`config.mk`:
```
export PLATFORM = sky130hd
export DESIGN_NAME = stack_prog_sequencer
export DESIGN_NICKNAME = d
export VERILOG_FILES = /design/src/rtl/stack_prog_sequencer.sv
export SDC_FILE = /design/constraint.sdc
export NUM_CORES = 1
export LEC_CHECK = 0
export ABC_AREA = 1
export BUFFER_PORTS_ARGS = -buffer_cell sky130_fd_sc_hd__clkbuf_2
export CELL_PAD_IN_SITES_DETAIL_PLACEMENT = 1
export CELL_PAD_IN_SITES_GLOBAL_PLACEMENT = 1
export CORE_MARGIN = 4
export CORE_UTILIZATION = 44
export CTS_CLUSTER_SIZE = 30
export DETAILED_ROUTE_END_ITERATION = 8
export PLACE_DENSITY = 0.73
export SYNTH_ARGS = -nofsm -noshare
export SYNTH_HDL_FRONTEND = slang
export SYNTH_SLANG_ARGS = --single-unit
export TNS_END_PERCENT = 1
```
`constraint.sdc`:
```
create_clock -name clk -period 4.6 [get_ports clk]
set_clock_uncertainty 0.1 [all_clocks]
set_input_delay 0.23 -clock clk [delete_from_list [all_inputs] [get_ports clk]]
set_output_delay 0.23 -clock clk [all_outputs]
set_load 0.01 [all_outputs]
```
`src/rtl/stack_prog_sequencer.sv`:
```
// Program replay front end for the signed stack machine: issues stored stack instructions and checks the stack's flags after each one.
// Define STACK_SEQ_OVF_HALT_EN to halt with err_code 3 on arithmetic overflow instead of only flagging it in ovf_seen.
module stack_prog_sequencer #(
    parameter int DATA_WIDTH  = 8,
    parameter int STACK_DEPTH = 16,
    parameter int PROG_DEPTH  = 32,
    parameter int ADDR_WIDTH  = 5
) (
    input  logic                         clk,
    input  logic                         rst,
    input  logic                         load_en,
    input  logic [ADDR_WIDTH-1:0]        load_addr,
    input  logic [DATA_WIDTH+2:0]        load_instr,
    input  logic                         start,
    input  logic [ADDR_WIDTH:0]          prog_len,
    output logic [2:0]                   opcode,
    output logic signed [DATA_WIDTH-1:0] data_in,
    input  logic signed [DATA_WIDTH-1:0] stack_data_out,
    input  logic                         stack_overflow,
    output logic                         busy,
    output logic                         done,
    output logic signed [DATA_WIDTH-1:0] result,
    output logic                         result_valid,
    output logic                         error,
    output logic [2:0]                   err_code,
    output logic                         ovf_seen
);

    localparam int INSTR_W = DATA_WIDTH + 3;
    localparam int DEPTH_W = $clog2(STACK_DEPTH + 1);

    localparam logic [2:0] S_IDLE  = 3'd0;
    localparam logic [2:0] S_FETCH = 3'd1;
    localparam logic [2:0] S_ISSUE = 3'd2;
    localparam logic [2:0] S_CHECK = 3'd3;
    localparam logic [2:0] S_DONE  = 3'd4;
    localparam logic [2:0] S_ERROR = 3'd5;

    localparam logic [2:0] OP_NOP  = 3'b000;
    localparam logic [2:0] OP_ADD  = 3'b100;
    localparam logic [2:0] OP_MUL  = 3'b101;
    localparam logic [2:0] OP_PUSH = 3'b110;
    localparam logic [2:0] OP_POP  = 3'b111;

    localparam logic [2:0] ERR_NONE      = 3'd0;
    localparam logic [2:0] ERR_UNDERFLOW = 3'd1;
    localparam logic [2:0] ERR_FULL      = 3'd2;
    localparam logic [2:0] ERR_ILLEGAL   = 3'd4;
`ifdef STACK_SEQ_OVF_HALT_EN
    localparam logic [2:0] ERR_ARITH     = 3'd3;
`endif

    logic [INSTR_W-1:0]  mem [PROG_DEPTH];
    logic [2:0]          state;
    logic [ADDR_WIDTH-1:0] pc;
    logic [ADDR_WIDTH:0] pc_inc;
    logic [DEPTH_W-1:0]  depth;
    logic [INSTR_W-1:0]  ir;
    logic [INSTR_W-1:0]  fetch_instr;
    logic [2:0]          fetch_op;
    logic [2:0]          fetch_err;
    logic [2:0]          ir_op;
    logic                result_op;
    logic                arith_op;
    logic                res_flag;

    assign fetch_instr = mem[pc];
    assign fetch_op    = fetch_instr[INSTR_W-1 -: 3];
    assign ir_op       = ir[INSTR_W-1 -: 3];
    assign arith_op    = (ir_op == OP_ADD) || (ir_op == OP_MUL);
    assign result_op   = arith_op || (ir_op == OP_POP);
    assign pc_inc      = {1'b0, pc} + {{ADDR_WIDTH{1'b0}}, 1'b1};

    // The depth counter mirrors the stack so misuse is caught before any opcode reaches it.
    always_comb begin
        fetch_err = ERR_NONE;
        case (fetch_op)
            OP_NOP:         fetch_err = ERR_NONE;
            OP_POP:         if (depth == '0) fetch_err = ERR_UNDERFLOW;
            OP_ADD, OP_MUL: if (depth < DEPTH_W'(2)) fetch_err = ERR_UNDERFLOW;
            OP_PUSH:        if (depth == DEPTH_W'(STACK_DEPTH)) fetch_err = ERR_FULL;
            default:        fetch_err = ERR_ILLEGAL;
        endcase
    end

    always_ff @(posedge clk) begin
        if (load_en && (state == S_IDLE))
            mem[load_addr] <= load_instr;
    end

    always_ff @(posedge clk) begin
        if (rst) begin
            state    <= S_IDLE;
            pc       <= '0;
            depth    <= '0;
            ir       <= '0;
            res_flag <= 1'b0;
            result   <= '0;
            ovf_seen <= 1'b0;
            err_code <= ERR_NONE;
        end else begin
            case (state)
                S_IDLE: begin
                    if (start) begin
                        res_flag <= 1'b0;
                        if (prog_len == '0) begin
                            state <= S_DONE;
                        end else begin
                            pc       <= '0;
                            ovf_seen <= 1'b0;
                            state    <= S_FETCH;
                        end
                    end
                end
                S_FETCH: begin
                    ir <= fetch_instr;
                    if (fetch_err != ERR_NONE) begin
                        err_code <= fetch_err;
                        state    <= S_ERROR;
                    end else begin
                        state <= S_ISSUE;
                    end
                end
                S_ISSUE: begin
                    if (ir_op == OP_PUSH)
                        depth <= depth + DEPTH_W'(1);
                    else if (result_op)
                        depth <= depth - DEPTH_W'(1);
                    state <= S_CHECK;
                end
                S_CHECK: begin
                    // Stack outputs settle one cycle after it samples the opcode.
                    if (result_op) begin
                        result   <= stack_data_out;
                        res_flag <= 1'b1;
                    end
                    if (arith_op && stack_overflow)
                        ovf_seen <= 1'b1;
`ifdef STACK_SEQ_OVF_HALT_EN
                    if (arith_op && stack_overflow) begin
                        err_code <= ERR_ARITH;
                        state    <= S_ERROR;
                    end else begin
                        pc    <= pc_inc[ADDR_WIDTH-1:0];
                        state <= (pc_inc == prog_len) ? S_DONE : S_FETCH;
                    end
`else
                    pc    <= pc_inc[ADDR_WIDTH-1:0];
                    state <= (pc_inc == prog_len) ? S_DONE : S_FETCH;
`endif
                end
                S_DONE:  state <= S_IDLE;
                // Only rst leaves ERROR, since the stack itself needs resetting too.
                S_ERROR: state <= S_ERROR;
                default: state <= S_IDLE;
            endcase
        end
    end

    assign busy         = (state == S_FETCH) || (state == S_ISSUE) || (state == S_CHECK);
    assign done         = (state == S_DONE);
    assign error        = (state == S_ERROR);
    assign result_valid = done && res_flag;
    assign opcode       = (state == S_ISSUE) ? ir_op : OP_NOP;
    assign data_in      = (state == S_ISSUE) ? $signed(ir[DATA_WIDTH-1:0]) : '0;

endmodule

```
* After elaboration in Yosys (flattened, before gate mapping)
Memory sizes are Yosys's and may differ from the RTL's. A register that Yosys moved wholly into a read port is not among the register bits.
Cells that the tools add are included.
** Storage, ports and cells
- Memories kept :: 1
- Memory bits (writable) :: 352
- Bits in registers :: 37
- Bits of input ports :: 35
** Operators by class
- $lt $le $gt $ge :: 1
- Multiplexer cells :: 27
- Equality and inequality tests :: 19
- Add/sub/neg operators :: 3
- Reductions and logical operators :: 21
** Memory list
- mem :: depth 32, width 11, read ports 1, clocked after Yosys merged registers in 1, write ports 1, RTL line 53 : logic [INSTR_W-1:0] mem [PROG_DEPTH];
** Operators with widths (number)
- equality test 3 bit, second input constant :: 10
- two-way mux 5 bit :: 6
- two-way mux 3 bit :: 5
- case mux 3 bit (5 select lines) :: 1
- case mux 3 bit (4 select lines) :: 1
- case mux 5 bit (2 select lines) :: 1
- two-way mux 1 bit :: 9
- two-way mux 8 bit :: 1
- != test 2 bit, second input constant :: 4
- adder 5 x 1 -> 6 bit, second input constant :: 1
- equality test 3 x 2 -> 1 bit, second input constant :: 2
- equality test 6 bit :: 1
- logical NOT 3 bit :: 2
- logical NOT 6 bit :: 1
- AND reduction 2 bit :: 3
- AND reduction 3 bit :: 2
- adder 5 x 1 -> 5 bit, second input constant :: 1
- equality test 5 bit, second input constant :: 1
- logical NOT 5 bit :: 1
- < comparator 5 x 2 -> 1 bit, second input constant :: 1
- subtractor 5 x 1 -> 5 bit, second input constant :: 1
- logical OR 1 bit :: 4
- case mux 1 bit (2 select lines) :: 2
- AND reduction 4 bit :: 1
- other kinds (6) :: 9

* Logic depth before layout (Yosys ltp)
- Depth in word-level cells :: 6
- Gate-level depth with buffers :: 19
- Depth with buffers taken out :: 17

* Worst setup path after synthesis
No wires, ideal clock.
- Path type :: flip-flop to flip-flop
- Start :: register state[0]
- End :: memory mem[16][0] (netlist name), enable pin
- Data arrival time :: 1590 ps
- Buffers on the path :: 0
- Period minus slack after synthesis :: 2069 ps
- Cell stages (with the launch flop) :: 8
- Setup time :: 378 ps
- Setup slack :: 2531 ps
- Cell sequence :: dfxtp_1 -> nor2_1 -> inv_1 -> nor2_1 -> nand2_1 -> nor2_1 -> nand3_1 -> nor2_1
** On the way
- Word-level cells in the longest chain between the ends :: 4
** Ends and longest elaborated chain
- start: declaration :: RTL line 54 : logic [2:0] state;
- start signal: assignment :: RTL line 149 : state <= (pc_inc == prog_len) ? S_DONE : S_FETCH;
- logical NOT 3 bit :: RTL line 87 : if (load_en && (state == S_IDLE))
- logical AND 1 bit :: RTL line 87
- two-way mux 1 bit :: RTL line 87
- two-way mux 1 bit (not written as such) :: RTL line 88 : mem[load_addr] <= load_instr;
- end: declaration :: RTL line 53
Every way passes these cells.

==> results.json <==
{
  "grt_pass1_wl_mm": 69.1,
  "drc": 0,
  "rr_endpoint": "err_code[1]$_SDFFE_PP0P_",
  "holdPathStages": 7,
  "yosysWarnings": 0,
  "numPortBuffers": 61,
  "wire_per_inst_microns": 23.8,
  "seqCellArea_sq_um": 11400,
  "maxSlewHeadroom": 0.131,
  "vias": 11000,
  "final_hold_viol_count": 0,
  "viasPerCell": 5.75,
  "pwr-share-clk": 0.435,
  "clock_sinks": 394,
  "cts.htree.levels": 2,
  "cellLeakagePower_uw": 0.00625,
  "n_antenna_cell": 0,
  "rsz0062_at_grt": "false",
  "postRouteAntennaNets": 0,
  "hold_ws_ns": 0.115,
  "setup_violations": 0,
  "outcome": "finished clean",
  "setup_ws_ns": 1.41,
  "core_sq_um": 35700,
  "cp_cell_sequence": "inv_4 -> buf_12 -> nand2_1 -> nand3_1 -> nand3_1 -> nand2_1 -> nand2_1 -> nand2_1 -> nand2_1 -> nand2_1 -> inv_1 -> nor2_1 -> nand2_1 -> nand2_2 -> nand2_4 -> nand2_1 -> a21oi_2",
  "start_util": 0.447,
  "synth_fa_ha_area_frac": 0.00439,
  "synth_xor_area_frac": 0.00494,
  "crit_top_cell": "nand2_1",
  "num_rows": 69,
  "critPathKind": "register to register",
  "grt_usage": 0.231,
  "synth_top_area_frac": 0.663,
  "cts_buffer_depth": 3,
  "drtIter0Drc": 1086,
  "power_frac_comb": 0.039,
  "yosysSeqAreaShare": 0.716,
  "ir_drop_mv": 0.241,
  "final_common_cell": "edfxtp_1",
  "r2r_slack_ns": 1.41,
  "multi_input_area_sq_um": 3950,
  "crit_path_start_kind": "register",
  "hpwl_mm": 27.4,
  "drt_first_pass_iters": 7,
  "worstPathMaxFanout": 75,
  "synth.distinct_cells": 36,
  "post_cts.repair.setup_buffers": 0,
  "maxSlewViolCount": 0,
  "synth_compound_area_frac": 0.105,
  "path_clk_slew_ns": 0.06,
  "placed_area_sq_um": 16600,
  "grt_antenna_before_repair": 1,
  "p_int_uw": 5940,
  "gp_congestion": 0.808,
  "die_w_microns": 198,
  "cts.repair.resized": 0,
  "final_net_count": 1451,
  "synth.area.mux_share": 0,
  "hp-class": "input pin to register",
  "dieArea_sq_um": 39300,
  "cts-root-buf": "clkbuf_16",
  "whs_endpoint": "state[0]$_SDFFE_PP0P_",
  "max_clock_freq_mhz": 314,
  "critPathMaxStageDelay_ns": 0.69,
  "area_growth_pct": 13.2,
  "post-synth-top-area-cell": "edfxtp_1",
  "syn-num-nets": 1397,
  "tns_ns": 0,
  "async_flop_share": 0,
  "r2r_cells": 17,
  "nFillCells": 3717,
  "synth_top_family_by_area": "simple AND/OR/NAND/NOR gates",
  "cap_viol_max_count": 0,
  "worstSkewPairLatency_ns": 0.54,
  "endpoint_kind": "register",
  "drive_above_1_share": 0.113,
  "cts_made_buffers": 41,
  "yosys.area_share.simple": 0.133,
  "seq_power_share": 0.526,
  "final_cell_mix": "edfxtp_1, nor2_1, o21ai_0, nand2_1, nand3_1",
  "synth_area_leaders": "edfxtp_1, nor2_1, o21ai_0",
  "worst_pin_slew_ns": 1.30,
  "worstHoldStart": "prog_len[1]",
  "swShare": 0.213,
  "grt_pass1_vias": 11300,
  "die_h_microns": 198,
  "synth-seq-cells": 394,
  "wl_mm": 45.2,
  "crit_arrival_ns": 3.51,
  "overflow": 0,
  "fin_crit_ns": 3.19,
  "synth_edf_count": 352,
  "final_cells": 1904,
  "post-place-ws_ns": 1.47,
  "p_switching_uw": 1600,
  "grt_start_max_net_pins": 130,
  "cts_tree": "done",
  "dp_cells": 1818,
  "crit_slowest_cell": "inv_4",
  "worst_ep_required_time_ns": 4.93,
  "powerDensity_nw_per_um2": 418,
  "finalInstanceArea_sq_um": 18000,
  "finalCritPeriodShare": 0.693,
  "syn_area_sq_um": 15900,
  "synth_cells": 1357,
  "synthFlopType": "edfxtp_1",
  "syn_avg_cell_area_sq_um": 11.7,
  "pin_count": 62
}
how the worst max path moves through the flow:
stage                                     start                  endpoint  slack [ns]  cells after the start
after detailed placement               register  err_code[1]$_SDFFE_PP0P_        1.47                     17
after global placement                 register  err_code[1]$_SDFFE_PP0P_        1.58                     17
after CTS                              register  err_code[1]$_SDFFE_PP0P_        1.42                     17
final                                  register  err_code[1]$_SDFFE_PP0P_        1.41                     17
after floorplan           state[0]$_SDFFE_PP0P_      mem[16][0]$_DFFE_PP_        2.53                      7
after global routing                   register  err_code[2]$_SDFFE_PP0P_        1.14                     17
what timing repair did:
action	CTS	global route
endpoints found under the setup margin	0	0
hold buffers	11	0
hold endpoints to repair	19	0
through the flow:
| step | total power (uW) | util |
|---|---|---|
| floorplan | 4170 | - |
| global placement | 4310 | 0.466 |
| detailed placement | 4320 | 0.466 |
| CTS | 7590 | 0.506 |
| global route | 7790 | 0.506 |
| finish | 7540 | 0.506 |
power groups by stage:
stage          Sequential (uW)  Clock [uW]  Combinational [uW]
4_1_cts                   3960        3340                 291
3_3_place_gp              4040           0                 272
6_report                  3970        3280                 291
2_1_floorplan             4030           0                 143
5_1_grt                   3970        3500                 322
3_5_place_dp              4040           0                 282
cells in the mapped netlist (4+ instances only):
master and count:
edfxtp_1 352, nor2_1 248, o21ai_0 178, nand2_1 168
nand3_1 87, o22ai_1 70, dfxtp_1 42, inv_1 41
clkbuf_1 36, buf_2 26, a21oi_1 24, buf_4 10
o21ai_1 10, o221ai_1 9, buf_6 6, nor3_1 5
xnor2_1 5, a21oi_2 4, ha_1 4, nand4_1 4
xor2_1 4
logic make-up (layout without fill, tap and decap cells):
logic type / Yosys count / in the layout
flip-flops: 394 / 394
XOR/XNOR: 9 / 9
adder cells (fa/ha/maj): 5 / 5
buffers and inverters: 124 / 210
AND/OR/NAND/NOR: 522 / 522
AO/OA/AOI/OAI: 303 / 303
routing by layer:
layer / routed length (microns) / vias up / global-route usage / share of wire
met4: 1020 / 2 / 0.0638 / 0.022
met1: 19800 / 5525 / 0.330 / 0.44
met2: 21400 / 384 / 0.370 / 0.47
li1: - / 4977 / - / -
met5: 13 / - / 0 / 0.00029
met3: 3080 / 66 / 0.0376 / 0.068
sequential cells by signal, summed over array words and instances, names as in the netlist, named ones only:
register	cells
depth	5
err_code	3
ir	11
mem	352
ovf_seen	1
pc	5
res_flag	1
result	8
state	3
worst max-delay path, delay by kind of cell (launching register included):
family | cells | cell delay, ns
buffers and inverters | 3 | 1.08
DFF | 1 | 0.51
AOI/OAI and AO/OA | 1 | 0.05
and+or+nand+nor | 13 | 1.29
area by class of cell:
cell class / count / area share
clock inverters: 25 / 0.0111
flip-flops and latches: 394 / 0.633
inverters: 45 / 0.00964
clock buffers: 50 / 0.0628
well taps: 461 / 0.0320
multi-input cells: 839 / 0.219
repair buffers: 90 / 0.0333
Note: power is estimated with default switching activity, not from simulation.
